**src/rtl/move_scan_ctrl.sv**
```systemverilog
// Checkers move-generation scanner: walks the four diagonal directions and emits, per direction,
// the set of own pieces with a simple move and the set with a capture, via a valid/ready record stream.
module move_scan_ctrl (
  input  logic        clock,
  input  logic        reset_n,
  input  logic        start,
  input  logic [31:0] own,
  input  logic [31:0] opp,
  input  logic [31:0] kings,
  input  logic        side,
  output logic        busy,
  output logic        out_valid,
  input  logic        out_ready,
  output logic [1:0]  out_dir,
  output logic [31:0] out_move,
  output logic [31:0] out_jump,
  output logic        done,
  output logic        any_jump
);

  typedef enum logic [2:0] {IDLE, SH1, SH2, EMIT, DONE} state_t;

  state_t      state, state_next;
  logic [31:0] own_r, opp_r, kings_r;
  logic        side_r;
  logic [1:0]  dir_r;
  logic [31:0] n_occ_r, n_nopp_r;
  logic [31:0] move_r, jump_r;
  logic        any_jump_r;

  logic [1:0]  first_dir, next_dir;
  logic        has_next;
  logic [31:0] shift_a_in, shift_a, shift_b, movers;

  // Neighbour map: bit i takes x at the square adjacent to i in direction d, 1 when off-board.
  // Even rows sit on columns 0,2,4,6 and odd rows on columns 1,3,5,7.
  function automatic logic [31:0] nbr(input logic [31:0] x, input logic [1:0] d);
    logic [31:0] res;
    int          r, k, j;
    logic        odd, valid;
    res = '1;
    for (int i = 0; i < 32; i++) begin
      r     = i >> 2;
      k     = i & 3;
      odd   = (r % 2) == 1;
      valid = 1'b0;
      j     = 0;
      case (d)
        2'd0: begin valid = (r > 0) && (odd || k > 0); j = odd ? i - 4 : i - 5; end
        2'd1: begin valid = (r > 0) && (!odd || k < 3); j = odd ? i - 3 : i - 4; end
        2'd2: begin valid = (r < 7) && (odd || k > 0); j = odd ? i + 4 : i + 3; end
        default: begin valid = (r < 7) && (!odd || k < 3); j = odd ? i + 5 : i + 4; end
      endcase
      if (valid) res[i] = x[j[4:0]];
    end
    return res;
  endfunction

  // Men of side 0 move up (codes 0,1), side 1 down (codes 2,3); kings make every direction live.
  function automatic logic dir_active(input logic [1:0] d, input logic s, input logic has_kings);
    return (d[1] == s) || has_kings;
  endfunction

  always_comb begin
    first_dir = 2'd0;
    for (int d = 3; d >= 0; d--) begin
      if (dir_active(2'(d), side, |(own & kings))) first_dir = 2'(d);
    end
  end

  always_comb begin
    has_next = 1'b0;
    next_dir = dir_r;
    for (int d = 3; d >= 0; d--) begin
      if (d > int'(dir_r) && dir_active(2'(d), side_r, |(own_r & kings_r))) begin
        has_next = 1'b1;
        next_dir = 2'(d);
      end
    end
  end

  // One shifter serves both levels: occupancy in SH1, the registered first-level map in SH2.
  assign shift_a_in = (state == SH2) ? n_occ_r : (own_r | opp_r);
  assign shift_a    = nbr(shift_a_in, dir_r);
  assign shift_b    = nbr(~opp_r, dir_r);
  assign movers     = (dir_r[1] == side_r) ? own_r : (own_r & kings_r);

  always_comb begin
    state_next = state;
    case (state)
      IDLE: if (start) state_next = SH1;
      SH1:  state_next = SH2;
      SH2:  state_next = EMIT;
      EMIT: if (out_ready) state_next = has_next ? SH1 : DONE;
      DONE: state_next = IDLE;
      default: state_next = IDLE;
    endcase
  end

  always_ff @(posedge clock) begin
    if (!reset_n) begin
      state      <= IDLE;
      own_r      <= '0;
      opp_r      <= '0;
      kings_r    <= '0;
      side_r     <= 1'b0;
      dir_r      <= 2'd0;
      n_occ_r    <= '0;
      n_nopp_r   <= '0;
      move_r     <= '0;
      jump_r     <= '0;
      any_jump_r <= 1'b0;
    end else begin
      state <= state_next;
      case (state)
        IDLE: begin
          if (start) begin
            own_r      <= own;
            opp_r      <= opp;
            kings_r    <= kings;
            side_r     <= side;
            dir_r      <= first_dir;
            any_jump_r <= 1'b0;
          end
        end
        SH1: begin
          n_occ_r  <= shift_a;
          n_nopp_r <= shift_b;
        end
        SH2: begin
          move_r <= movers & ~n_occ_r;
          jump_r <= movers & ~n_nopp_r & ~shift_a;
        end
        EMIT: begin
          if (out_ready) begin
            any_jump_r <= any_jump_r | (|jump_r);
            if (has_next) dir_r <= next_dir;
          end
        end
        default: ;
      endcase
    end
  end

  assign busy      = (state != IDLE);
  assign out_valid = (state == EMIT);
  assign done      = (state == DONE);
  assign out_dir   = dir_r;
  assign out_move  = move_r;
  assign out_jump  = jump_r;
  assign any_jump  = any_jump_r;

endmodule

```
**config.mk**
```make
export PLATFORM = sky130hd
export DESIGN_NAME = move_scan_ctrl
export DESIGN_NICKNAME = d
export VERILOG_FILES = /design/src/rtl/move_scan_ctrl.sv
export SDC_FILE = /design/constraint.sdc
export NUM_CORES = 1
export LEC_CHECK = 0
export CAP_MARGIN = 20
export CELL_PAD_IN_SITES_DETAIL_PLACEMENT = 0
export CELL_PAD_IN_SITES_GLOBAL_PLACEMENT = 1
export CORE_ASPECT_RATIO = 1.25
export CORE_MARGIN = 2
export CORE_UTILIZATION = 43
export DETAILED_ROUTE_END_ITERATION = 7
export GPL_TIMING_DRIVEN = 0
export HOLD_SLACK_MARGIN = 0.03
export PLACE_DENSITY_LB_ADDON = 0.1
export SYNTH_ARGS = -nofsm -noshare
export SYNTH_HDL_FRONTEND = slang
export SYNTH_SLANG_ARGS = --single-unit
export TNS_END_PERCENT = 5
```
**constraint.sdc**
```tcl
create_clock -name clock -period 4.05 [get_ports clock]
set_input_delay 0.405 -clock clock [delete_from_list [all_inputs] [get_ports clock]]
set_output_delay 0.405 -clock clock [all_outputs]
set_load 0.005 [all_outputs]
```
==> results of run 1 <==
[critical path, stage by stage, from the launching register on]
cell and delay [ns]:
dfxtp_1 0.31, buf_4 0.15, nor3b_1 0.39, clkbuf_1 0.52, clkbuf_1 0.66, o211ai_1 0.40
nor3_1 0.50, a22o_1 0.20
[final cells by class]
| type | count | share of cell area [%] |
|---|---|---|
| tap | 288 | 2.754 |
| sequential | 231 | 35.35 |
| buffer | 97 | 3.099 |
| multi-input combinational | 910 | 39.17 |
| timing repair buffer | 170 | 13.01 |
| clock buffer | 39 | 5.796 |
| inverter | 7 | 0.2008 |
| clock inverter | 5 | 0.6217 |
[kinds of logic (layout without fill, tap and decap cells)]
kind of cell	after synthesis	in the layout	synth area share, %
flip-flops	231	231	45.42
XOR/XNOR	1	1	0.08604
buffers and inverters	104	318	4.240
AND/OR/NAND/NOR	486	486	20.81
AO/OA/AOI/OAI	345	345	20.77
multiplexers	78	78	8.676
[power breakdown]
group	switching [W]	internal, W
clock network	0.000938	0.00141
logic	0.00102	0.000523
registers	0.000232	0.00249
total	0.00219	0.00442
[Yosys cell counts, drive strengths merged, types with 2 or more instances]
| cell | number |
|---|---|
| and2 | 2 |
| a311oi | 13 |
| o311ai | 2 |
| or3 | 17 |
| a22oi | 25 |
| mux2i | 65 |
| buf | 17 |
| o211ai | 26 |
| o41ai | 6 |
| nand3 | 21 |
| nor2 | 109 |
| or4 | 2 |
| nand2b | 3 |
| nor3 | 49 |
| and3 | 4 |
| o22ai | 3 |
| dfxtp | 231 |
| nand4 | 7 |
| a211oi | 10 |
| or2 | 16 |
| mux4 | 7 |
| o21ai | 75 |
| a221oi | 4 |
| a21oi | 145 |
| clkbuf | 80 |
| nor4 | 16 |
| mux2 | 6 |
| inv | 6 |
| nor3b | 2 |
| a31oi | 9 |
| a22o | 20 |
| nand2 | 232 |
| nand3b | 2 |
[routing by layer]
| metal | vias to the layer above | GRT usage [%] | share of wire (%) |
|---|---|---|---|
| met5 | - | 0 | 0.024 |
| met4 | 2 | 19.79 | 6.6 |
| met3 | 142 | 6.347 | 7.6 |
| met2 | 550 | 60.25 | 47 |
| met1 | 5051 | 43.97 | 39 |
| li1 | 4847 | - | - |
[cells in the final DEF, fill, tap and decap left out, drive strengths merged, types with 26 or more instances in the layout]
cell | synthesis | routed
mux2i | 65 | 65
o21ai | 75 | 75
o211ai | 26 | 26
clkbuf | 80 | 119
nand2 | 232 | 232
dfxtp | 231 | 231
nor3 | 49 | 49
clkdlybuf4s50 | 0 | 170
a21oi | 145 | 145
nor2 | 109 | 109
[final timing paths]
kind	endpoint	from	slack, ns
hold reg to reg	out_jump[7]	n_nopp_r[7]	0.45
hold / removal	opp_r[7]	opp[7]	0.42
setup reg to reg	out_jump[14]	state[1]	0.86
setup / recovery	out_jump[14]	state[1]	0.86
[per-stage QoR]
step / std cells / instance area [um2]
after global placement: 1703 / 12240
after floorplan: 1245 / 10180
after detailed placement: 1703 / 12240
final: 1747 / 13080
after global routing: 1747 / 13080
after CTS: 1747 / 13080
[sequential cells by signal, indices dropped and copies added, names as in the netlist, 2 cells and up]
register and flops:
out_jump 32, out_dir 2, n_occ_r 32, opp_r 32, own_r 32, out_move 32
n_nopp_r 32, state 3, kings_r 32
==> summary.md, run 1 <==
| Metric | Value |
|---|---|
| Top area cells in the synthesized netlist | `dfxtp_1, nand2_1, a21oi_1` |
| Drt first pass iters | `5` |
| Antenna viol nets, final | `0` |
| Syn_area_per_cell | `8.178 um2` |
| Register area share after synthesis | `45.42%` |
| # rows | `62` |
| WL/cell | `26.02 um` |
| DRT Wirelength | `45.45 mm` |
| Slew Limit Fails | `0` |
| YS warnings | `0` |
| DP Worst Slack | `1.044 ns` |
| Initial core utilization | `44.04%` |
| Remaining DRCs | `0` |
| Fin nets | `1543` |
| H-tree depth | `1` |
| WS Path Type | `flop to flop` |
| Post-synth top area cell | `dfxtp_1` |
| CP Launch Type | `flop` |
| Max FO, Critical Path | `10` |
| IO Port Bufs | `170` |
| RSZ-0062 raised after global routing | `no` |
| FILL cells | `2246` |
| FFs w/ async S/R, synth | `0%` |
| Largest net degree at the start of global routing | `14` |
| R2R cell count | `7` |
| Fin Hold WS | `0.4206 ns` |
| Gr ovfl total | `0` |
| GP Congestion | `1.033` |
| CTS tree | `yes` |
| Final Hold Viols | `0` |
| CTS Buf Count | `25` |
| Final period utilization | `78.74%` |
| Post-route setup slack | `0.8610 ns` |
| Post-CTS setup buffer count | `0` |
| Total GRT Usage | `36.03%` |
| Ports | `171` |
| Max-cap viol count | `0` |
| Detailed Route Iter0 Violations | `978` |
| VDD IR max | `0.0003393 V` |
| Die Span Y | `176.0 um` |
| DIE AREA | `0.02493 mm2` |
| Power Total | `0.006611 W` |
| Clock Path Buffers | `3` |
| Minimum clock period | `3.189 ns` |
| Via count | `10590` |
| Inserted Diodes | `0` |
| Ys flop type | `dfxtp_1` |
| Crit end category | `flop` |
| HPWL Detailed | `36.76 mm` |
| Syn Std Cell Area | `0.01018 mm2` |
| Hold WC Path Type | `input port to flop` |
| Post_cts resized | `0` |
| DIE WIDTH | `141.6 um` |
| Util after Layout | `56.59%` |
| Layout cells sized above 1 | `5.552%` |
| Core ar. | `0.02312 mm2` |
| Mapped Cells | `1245` |
| Final setup vio count | `0` |
| Initial antenna violation count | `1` |
| Synth Register Bits | `231` |
| Syn nets | `1346` |
| Setup TNS | `0 ns` |
| Register area | `0.004624 mm2` |
| Unique masters post-synth | `54` |
| Worst slew pin tran | `1.021 ns` |
| CTS root buf | `clkbuf_16` |
| Clk sinks | `231` |
| Vias per inst | `6.063` |
| Outcome | `complete, no violations` |
| WHS Path Cells | `3` |
| Required @ worst endpoint | `4.52 ns` |
| Critical Path AT | `3.66 ns` |
| Number of synthesized flops with an enable pin | `0` |
| Later-pin clock latency in the skew report | `0.53 ns` |
| Post-synth top area share | `45.42%` |
| Leak pwr | `4.948 nW` |
| Max transition margin | `31.94%` |
| Multi-input combinational cell area | `0.005125 mm2` |
| Setup Skew | `0.01071 ns` |
| Number of global-route vias before repair | `10230` |
| Fmax | `0.3136 GHz` |
| Area grow syn2layout | `28.50%` |
| First-pass GRT wire length | `65.98 mm` |
| Clock transition at path regs | `0.07 ns` |
| Power Density | `505.3 mW/mm2` |
| CTS Hold Bufs | `0` |
No activity file was read; power rests on OpenSTA's default activity.
==> inputs of run 2 (changes only) <==
--- a/config.mk
+++ b/config.mk
@@ -10,7 +10,7 @@
 export CELL_PAD_IN_SITES_GLOBAL_PLACEMENT = 1
 export CORE_ASPECT_RATIO = 1.25
 export CORE_MARGIN = 2
-export CORE_UTILIZATION = 43
+export CORE_UTILIZATION = 36
 export DETAILED_ROUTE_END_ITERATION = 7
 export GPL_TIMING_DRIVEN = 0
 export HOLD_SLACK_MARGIN = 0.03
==> constraint.sdc (replaced) <==
create_clock -name clock -period 2.9 [get_ports clock]
set_input_delay 0.29 -clock clock [delete_from_list [all_inputs] [get_ports clock]]
set_output_delay 0.29 -clock clock [all_outputs]
set_load 0.005 [all_outputs]
==> summary.md, run 2 (synthesis gave the netlist of run 1 again) <==
| Metric | Value |
|---|---|
| Worst Min Path Start | `opp[29] (was opp[7])` |
| Max-cap viol count | `0 (unchanged)` |
| Max transition margin | `26.88% (was 31.94%)` |
| DIE WIDTH | `154.4 um (was 141.6 um)` |
| GP Congestion | `0.9637 (was 1.033)` |
| WL/cell | `26.45 um (was 26.02 um)` |
| Remaining DRCs | `0 (unchanged)` |
| Required @ worst endpoint | `3.31 ns (was 4.52 ns)` |
| Inserted Diodes | `0 (unchanged)` |
| Setup TNS | `0 ns (unchanged)` |
| CTS Buf Count | `26 (was 25)` |
| Clock Path Buffers | `3 (unchanged)` |
| Leak pwr | `4.960 nW (was 4.948 nW)` |
| DRT Wirelength | `47.89 mm (was 45.45 mm)` |
| GR Util met3 | `4.400% (was 6.347%)` |
| Net Sw Power | `0.003137 W (was 0.002194 W)` |
| Reg power frac | `41.1% (about the same)` |
| Ports | `171 (unchanged)` |
| Hold WC Path Type | `input port to flop (unchanged)` |
| Internal Pwr Total | `0.006126 W (was 0.004416 W)` |
| Initial antenna violation count | `0 (was 1)` |
| Vias per inst | `5.734 (was 6.063)` |
| First-pass GRT wire length | `68.92 mm (was 65.98 mm)` |
| Setup Skew | `0.01515 ns (was 0.01071 ns)` |
| # rows | `68 (was 62)` |
| Post-CTS setup buffer count | `0 (unchanged)` |
| CP cell instances | `clkbuf_1 > clkbuf_1 > clkbuf_1 > a31oi_1 > a21oi_1 > nor2_1 (was buf_4 > nor3b_1 > clkbuf_1 > clkbuf_1 > o211ai_1 > nor3_1 > a22o_1)` |
| IO Port Bufs | `170 (unchanged)` |
| VDD IR max | `0.0004363 V (was 0.0003393 V)` |
| HPWL Detailed | `39.04 mm (was 36.76 mm)` |
| Area grow syn2layout | `29.31% (was 28.50%)` |
| RSZ-0062 raised after global routing | `yes (was no)` |
| R2R cell count | `6 (was 7)` |
| Worst slew pin tran | `1.085 ns (was 1.021 ns)` |
| Die Span Y | `192.0 um (was 176.0 um)` |
| CTS tree | `yes (unchanged)` |
| Critical Path AT | `3.29 ns (was 3.66 ns)` |
| Crit end category | `flop (unchanged)` |
| CP Launch Type | `flop (unchanged)` |
| Final period utilization | `99.20% (was 78.74%)` |
| Fmax | `0.3476 GHz (was 0.3136 GHz)` |
| Clock transition at path regs | `0.06 ns (was 0.07 ns)` |
| H-tree depth | `1 (unchanged)` |
| Fin nets | `1544 (was 1543)` |
| Crit path largest cell delay | `0.69 ns (was 0.66 ns)` |
| Reg2reg end | `n_nopp_r[0] (was out_jump[14])` |
| Combinational share of power | `23.3% (was 23.4%)` |
| Most common cell after layout, fill and taps aside | `nand2_1 (unchanged)` |
| DP Worst Slack | `-0.1732 ns (was 1.044 ns)` |
| R2r startpoint | `out_dir[1] (was state[1])` |
| Post-route setup slack | `0.02313 ns (was 0.8610 ns)` |
| Number of global-route vias before repair | `10180 (was 10230)` |
| Grt met1 use | `39.34% (was 43.97%)` |
| Drt first pass iters | `5 (unchanged)` |
| Clk pwr share | `35.6% (was 35.5%)` |
| Largest net degree at the start of global routing | `13 (was 14)` |
| Slew Limit Fails | `0 (unchanged)` |
| DIE AREA | `0.02965 mm2 (was 0.02493 mm2)` |
| Hold EP | `opp_r[29] (was opp_r[7])` |
| Clk sinks | `231 (unchanged)` |
| Initial core utilization | `36.71% (was 44.04%)` |
| CTS root buf | `clkbuf_16 (unchanged)` |
| Gr busiest metal | `met2 (unchanged)` |
| Layout cells sized above 1 | `5.886% (was 5.552%)` |
| Gr ovfl total | `0 (unchanged)` |
| Core ar. | `0.02774 mm2 (was 0.02312 mm2)` |
| WHS Path Cells | `3 (unchanged)` |
| Via count | `10380 (was 10590)` |
| Outcome | `complete, no violations (unchanged)` |
| Met2 Use GR | `55.98% (was 60.25%)` |
| Detailed Route Iter0 Violations | `896 (was 978)` |
| FF-to-FF setup slack | `0.02 ns (was 0.86 ns)` |
| WS Path Type | `flop to flop (unchanged)` |
| Minimum clock period | `2.877 ns (was 3.189 ns)` |
| FILL cells | `2865 (was 2246)` |
| Antenna viol nets, final | `0 (unchanged)` |
| Critical-path top delay cell | `clkbuf_1 (unchanged)` |
| Power Density | `703.5 mW/mm2 (was 505.3 mW/mm2)` |
| Final Hold Viols | `0 (unchanged)` |
| Dominant cell type by count on the critical path | `clkbuf_1 (unchanged)` |
| Later-pin clock latency in the skew report | `0.54 ns (was 0.53 ns)` |
| Power Total | `0.009262 W (was 0.006611 W)` |
| Most frequent cells in the layout | `nand2_1, dfxtp_1, clkdlybuf4s50_1 (unchanged)` |
| Sw frac | `33.86% (was 33.20%)` |
| Final setup vio count | `0 (unchanged)` |
| Max FO, Critical Path | `10 (unchanged)` |
| Total GRT Usage | `31.93% (was 36.03%)` |
| CTS Hold Bufs | `0 (unchanged)` |
-- run 2: changes by cell type in the layout (fill, tap and decap cells not counted) --
cell	previous run	this run
clkbuf_16	25	27
clkbuf_2	0	4
bufinv_16	2	1
buf_1	8	5
buf_2	5	6
clkinv_2	1	2
clkinv_4	1	0
clkbuf_8	8	5
inv_6	0	1
clkinvlp_4	1	2
-- run 2: critical path: cells and delay by family, from the launching register on --
family | cells | cell delay [ns]
and+or+nand+nor | 1 | 0.06
DFF | 1 | 0.54
buffers and inverters | 3 | 1.83
AOI/OAI and AO/OA | 2 | 0.31
-- run 2: metal layers --
| layer | vias up | part of all wire, % |
|---|---|---|
| li1 | 4853 | - |
| met1 | 4989 | 41 |
| met2 | 440 | 48 |
| met3 | 102 | 6.1 |
| met4 | 0 | 4.7 |
| met5 | - | 0 |
-- run 2: layout make-up --
cell class                 count  area, um2  area share, %
inverter                       7      26.28         0.1996
sequential                   231       4624          35.13
clock buffer                  40      774.5          5.883
timing repair buffer         170       1702          12.93
multi-input combinational    910       5125          38.93
clock inverter                 6      63.81         0.4847
tap                          350      437.9          3.326
buffer                        97      411.6          3.127
-- run 2: through the flow --
| stage | instances | hold WS [ns] | instance area [um2] | util, % |
|---|---|---|---|---|
| detailed placement | 1765 | 0.4323 | 12320 | 44.42 |
| floorplan | 1245 | 0.4139 | 10180 | - |
| global placement | 1765 | 0.4286 | 12320 | 44.42 |
| finish | 1811 | 0.2947 | 13170 | 47.46 |
| CTS | 1811 | 0.2962 | 13160 | 47.45 |
| global route | 1811 | 0.3087 | 13170 | 47.46 |
-- run 2: timing repair --
| action | in CTS | in global routing |
|---|---|---|
| setup endpoints to repair | 4 | 11 |
| endpoints found under the hold margin | 0 | 0 |
| gates resized for setup | 2 | 4 |
-- run 2: how the worst max path moves through the flow --
stage               startpoint            to  slack [ns]  cells after the start
finish              out_dir[1]   n_nopp_r[0]        0.02                      6
global route          state[2]     opp_r[26]       -0.02                      8
CTS                 out_dir[0]    n_occ_r[8]        0.13                      7
detailed placement  out_dir[0]   out_jump[8]       -0.17                      6
global placement    out_dir[0]   out_jump[8]       -0.20                      6
floorplan             state[0]  out_jump[24]        0.91                      8
-- run 2: power groups by stage --
stage	Sequential, W	Combinational [W]	Clock, W
final	0.00381	0.00216	0.00329
after global routing	0.00382	0.00232	0.00345
after CTS	0.00379	0.00213	0.00332
after global placement	0.00385	0.00212	0
after detailed placement	0.00386	0.00212	0
after floorplan	0.00370	0.00123	0
